`src/rtl/serial_adder_ctrl_pkg.sv`:
```
// Shared definitions for the bit-serial adder controller: state encoding,
// default operand width and the bit-counter sizing helper.
package serial_adder_ctrl_pkg;

   localparam int WIDTH_DEFAULT = 8;
   localparam int WIDTH_MIN     = 1;
   localparam int WIDTH_MAX     = 32;

   typedef enum logic [1:0] {
      IDLE = 2'b00,
      RUN  = 2'b01,
      DONE = 2'b10
   } state_e;

   // Counter must hold WIDTH-1; a 1-bit operand still needs a 1-bit counter.
   function automatic int cnt_width(input int w);
      return (w > 1) ? $clog2(w) : 1;
   endfunction

endpackage

```
`src/rtl/serial_adder_ctrl_fa.sv`:
```
// Single-bit full-adder cell, written as pure dataflow. The serial adder
// time-shares one instance of this cell across all operand bits.
module fa_dataflow (
   output logic s,
   output logic co,
   input  logic a,
   input  logic b,
   input  logic ci
);

   logic p;

   assign p  = a ^ b;
   assign s  = p ^ ci;
   assign co = (a & b) | (ci & p);

endmodule

```
`src/rtl/serial_adder_ctrl.sv`:
```
// Bit-serial WIDTH-bit adder controller. Operands are captured on the
// accepting edge, then fed LSB-first through one full-adder cell, one bit per
// clock, with the carry held in a register between cycles. The WIDTH-bit sum
// and carry-out are registered on the last RUN edge and held until the next
// operation completes; done pulses for one cycle when they update.
module serial_adder_ctrl
   import serial_adder_ctrl_pkg::*;
#(
   parameter int WIDTH = WIDTH_DEFAULT
) (
   input  logic             clk,
   input  logic             rst,
   input  logic             start,
   input  logic [WIDTH-1:0] a,
   input  logic [WIDTH-1:0] b,
   input  logic             ci,
   output logic             busy,
   output logic             done,
   output logic [WIDTH-1:0] s,
   output logic             co
);

   localparam int             CNT_W    = cnt_width(WIDTH);
   localparam logic [CNT_W-1:0] CNT_LAST = CNT_W'(WIDTH - 1);
   localparam logic [CNT_W-1:0] CNT_ONE  = CNT_W'(1);

   if (WIDTH < WIDTH_MIN || WIDTH > WIDTH_MAX) begin : g_width_check
      $error("serial_adder_ctrl: WIDTH must be in 1..32");
   end

   state_e             state_q, state_d;
   logic [WIDTH-1:0]   a_sh_q,  a_sh_d;
   logic [WIDTH-1:0]   b_sh_q,  b_sh_d;
   logic [WIDTH-1:0]   s_sh_q,  s_sh_d;
   logic               c_q,     c_d;
   logic [CNT_W-1:0]   cnt_q,   cnt_d;
   logic [WIDTH-1:0]   s_q,     s_d;
   logic               co_q,    co_d;

   logic               fa_s;
   logic               fa_co;
   logic               last_bit;

   // The one shared bit-slice: always looks at the current LSBs and carry.
   fa_dataflow u_fa (
      .s  (fa_s),
      .co (fa_co),
      .a  (a_sh_q[0]),
      .b  (b_sh_q[0]),
      .ci (c_q)
   );

   assign last_bit = (cnt_q == CNT_LAST);

   // State register with synchronous reset.
   always_ff @(posedge clk) begin
      if (rst) begin
         state_q <= IDLE;
      end else begin
         state_q <= state_d;
      end
   end

   // Next-state decode: start only matters in IDLE; DONE always returns.
   always_comb begin
      state_d = state_q;
      case (state_q)
         IDLE:    if (start)    state_d = RUN;
         RUN:     if (last_bit) state_d = DONE;
         DONE:                  state_d = IDLE;
         default:               state_d = IDLE;
      endcase
   end

   // Datapath next-values: load on accept, shift one bit per RUN cycle,
   // commit the result on the last RUN cycle only.
   always_comb begin
      a_sh_d = a_sh_q;
      b_sh_d = b_sh_q;
      s_sh_d = s_sh_q;
      c_d    = c_q;
      cnt_d  = cnt_q;
      s_d    = s_q;
      co_d   = co_q;
      case (state_q)
         IDLE: begin
            if (start) begin
               a_sh_d = a;
               b_sh_d = b;
               c_d    = ci;
               cnt_d  = '0;
            end
         end
         RUN: begin
            a_sh_d = a_sh_q >> 1;
            b_sh_d = b_sh_q >> 1;
            // Sum bits enter at the MSB so that after WIDTH shifts the
            // first (LSB) bit has arrived at bit 0; works for WIDTH=1 too.
            s_sh_d            = s_sh_q >> 1;
            s_sh_d[WIDTH-1]   = fa_s;
            c_d               = fa_co;
            cnt_d             = cnt_q + CNT_ONE;
            if (last_bit) begin
               s_d  = s_sh_d;
               co_d = fa_co;
            end
         end
         default: ;
      endcase
   end

   // Datapath registers with synchronous reset; an aborted run is discarded.
   always_ff @(posedge clk) begin
      if (rst) begin
         a_sh_q <= '0;
         b_sh_q <= '0;
         s_sh_q <= '0;
         c_q    <= 1'b0;
         cnt_q  <= '0;
         s_q    <= '0;
         co_q   <= 1'b0;
      end else begin
         a_sh_q <= a_sh_d;
         b_sh_q <= b_sh_d;
         s_sh_q <= s_sh_d;
         c_q    <= c_d;
         cnt_q  <= cnt_d;
         s_q    <= s_d;
         co_q   <= co_d;
      end
   end

   // Outputs: status decoded straight from the state register, result held.
   always_comb begin
      busy = (state_q == RUN);
      done = (state_q == DONE);
      s    = s_q;
      co   = co_q;
   end

endmodule

```
`config.mk`:
```
export PLATFORM = sky130hd
export DESIGN_NAME = serial_adder_ctrl
export DESIGN_NICKNAME = d
export VERILOG_FILES = /design/src/rtl/serial_adder_ctrl_pkg.sv /design/src/rtl/serial_adder_ctrl_fa.sv /design/src/rtl/serial_adder_ctrl.sv
export SDC_FILE = /design/constraint.sdc
export NUM_CORES = 1
export LEC_CHECK = 0
export BUFFER_PORTS_ARGS = -buffer_cell sky130_fd_sc_hd__buf_2
export CAP_MARGIN = 20
export CORE_MARGIN = 2
export CORE_UTILIZATION = 57
export CTS_CLUSTER_DIAMETER = 40
export DETAILED_ROUTE_END_ITERATION = 10
export PLACE_DENSITY = 0.82
export SLEW_MARGIN = 30
export SYNTH_ARGS = -nofsm -noshare
export SYNTH_HDL_FRONTEND = slang
export SYNTH_SLANG_ARGS = --single-unit
```
`constraint.sdc`:
```
create_clock -name clk -period 2.5 [get_ports clk]
set_input_delay 0.125 -clock clk [delete_from_list [all_inputs] [get_ports clk]]
set_output_delay 0.125 -clock clk [all_outputs]
set_load 0.02 [all_outputs]
```
==> flow_summary.ini <==
[layout]
final_area_um2 = 1759
final_nets = 217
area_growth_pct = 10.97
drive_above_1_share_pct = 23.08
n_antenna_cell = 0
final_cell_mix = dfxtp_1 (38), nand2_1 (32), buf_2 (30)
final_common_cell = dfxtp_1

[logic_synthesis]
yosys.area_share.simple_pct = 15.47
ys_ff_latch = 38
synth_fa_ha_area_share_pct = 2.841
synth.net_count = 192
synth.area.mux_share_pct = 10.10
ys.flop_type = dfxtp_1
synthArstFlopShare_pct = 0
synth_cells = 169
synth_edf_count = 0
synth-xor-area-share_pct = 0
yosys_warnings = 0
synth_compound_gate_area_share_pct = 16.57
synth-seq-area-share_pct = 47.99
ys_types = 24
postSynthAreaPerCell_um2 = 9.380
synth_top_family_by_area = compound AO/OA/AOI/OAI gates
netlist_area_um2 = 1585

[placed_design]
portBuffers = 30
place_area_um2 = 1680
dpl_worst_slack_ns = 0.9171
place_hpwl_um = 1945
gp_congestion = 0.6757

[sta]
finalMaxSlewViolations = 0
finalSetupTns_ns = 0
setup_violations = 0
maxSlewHeadroom_pct = 54.50
fin_ws_ns = 0.5874
min_period_over_period_pct = 76.50
layout_min_cycle_time_ns = 1.913
skew_ns = 0.005487
rsz0062_at_grt = false
fmax_mhz = 522.8
worst_pin_slew_ns = 0.6825
finalHoldViolations = 0

[worst_setup_path]
reg2reg_slack_ns = 0.90
r2r_start = state_q[0]
worst-path-max-fanout = 14
timing.rr.end = a_sh_q[4]
cp-endpoint = busy
reg2reg_depth = 3
cp-startpoint = state_q[0]
worstPathRequired_ns = 2.38
path_class = reg2out
worst_setup_path_end_kind = primary output
worstSetupStartpointType = flip-flop
arrival_ns = 1.79

[clocking]
htree_num_levels = 2
cts_buffers = 5
cts_sinks = 38
cts_tree = yes
clockBufferDepth = 2
clock_latency_ns = 0.33
postCtsHoldBufs = 0
clockRootBuffer = clkbuf_4
cts.clk_slew.worst_paths_ns = 0.11
cts_resized = 0
postCtsSetupRepairBufs = 0

[pwr]
powerDensity_nw_per_um2 = 657.4
total_leakage_power_nw = 0.7392
vdd.ir_drop.worst_uv = 507.8

[die]
num_rows = 19
initial_core_util_pct = 59.01
die_h_um = 56.74
die_area_um2 = 3219
io_pins = 31
core_area_um2 = 2686
fp.dieW_um = 56.74

[route]
drc_errors = 0
post_drt_via_cell_ratio = 5.535
routedWlPerCell_um = 12.58
wirelength_um = 2842
drt_first_pass_iters = 4
drtIter0Drc = 33
vias = 1251
final_antenna_net_count = 0

[job]
max-cap-violations = 0

[grt]
grt_max_degree = 39
grt_pass1_wl_um = 4719
gr-total-overflow = 0
grt_pass1_vias = 1135
grt_antenna_before_repair = 0
grt.total_usage_pct = 19.00

[hold_path]
hold_class = in2reg

[outcome]
status = completed
==> flip-flops by register name (all words and copies together) (netlist names) <==
register / flops
a_sh_q: 8
b_sh_q: 8
c_q: 1
cnt_q: 3
co: 1
s: 8
s_sh_q: 7
state_q: 2
==> per-stage QoR <==
stage	std cells	hold WS (ns)	total power, mW	util [%]
after detailed placement	218	0.3788	0.7858	62.55
after CTS	226	0.02114	1.166	65.49
after global placement	218	0.3696	0.7782	62.55
after floorplan	169	0.2733	0.7652	-
final	226	0.02771	1.156	65.49
after global routing	226	0.01522	1.209	65.49
==> layer usage <==
metal	part of all wire (%)	routed length [µm]	track usage (%)	vias up
met5	0	0	0	-
li1	-	-	-	634
met3	4.9	138	6.452	2
met4	0.74	21	8.306	0
met1	43	1230	20.84	589
met2	51	1451	33.06	26
==> cell usage after synthesis, types with 2 or more instances <==
cell | number | area (µm²)
a211oi_1 | 15 | 112.6
a22oi_1 | 4 | 30.03
dfxtp_1 | 38 | 760.7
ha_1 | 2 | 25.02
a21oi_1 | 16 | 80.08
buf_6 | 6 | 67.56
mux2i_1 | 16 | 160.2
buf_2 | 3 | 15.01
nand2_1 | 32 | 120.1
clkbuf_1 | 3 | 11.26
nor2_1 | 21 | 78.83
==> worst min path at each step <==
stage               from        end  slack, ns  cells past startpoint
detailed placement  b[7]  b_sh_q[7]       0.38                      3
CTS                 b[7]  b_sh_q[7]       0.02                      3
floorplan           a[7]  a_sh_q[7]       0.27                      2
finish              b[7]  b_sh_q[7]       0.03                      3
global placement    b[7]  b_sh_q[7]       0.37                      3
global route        b[7]  b_sh_q[7]       0.02                      3
==> cells by family after synthesis <==
kind of cell	count (synthesis)
AOI/OAI and AO/OA	38
adders and majority gates	3
buffers and inverters	15
DFF	38
muxes	16
and+or+nand+nor	59
==> worst max-delay path: stages (launching register included) <==
cell      delay (ns)
dfxtp_1         0.72
nand2b_1        0.34
inv_4           0.20
buf_2           0.19
==> layout make-up <==
type	instances	area, µm²
Clock buffer	8	78.83
Fill cell	239	927.1
Inverter	2	10.01
Multi-Input combinational cell	116	713.2
Sequential cell	38	760.7
Tap cell	31	38.79
Timing Repair Buffer	31	157.7
==> report_power, final <==
group / internal, mW / leakage [nW] / total, mW / switching, mW
Clock: 0.192 / 0.0446 / 0.384 / 0.192
Sequential: 0.634 / 0.311 / 0.657 / 0.0225
Combinational: 0.0531 / 0.384 / 0.116 / 0.0626
(Power assumes the default switching activity.)
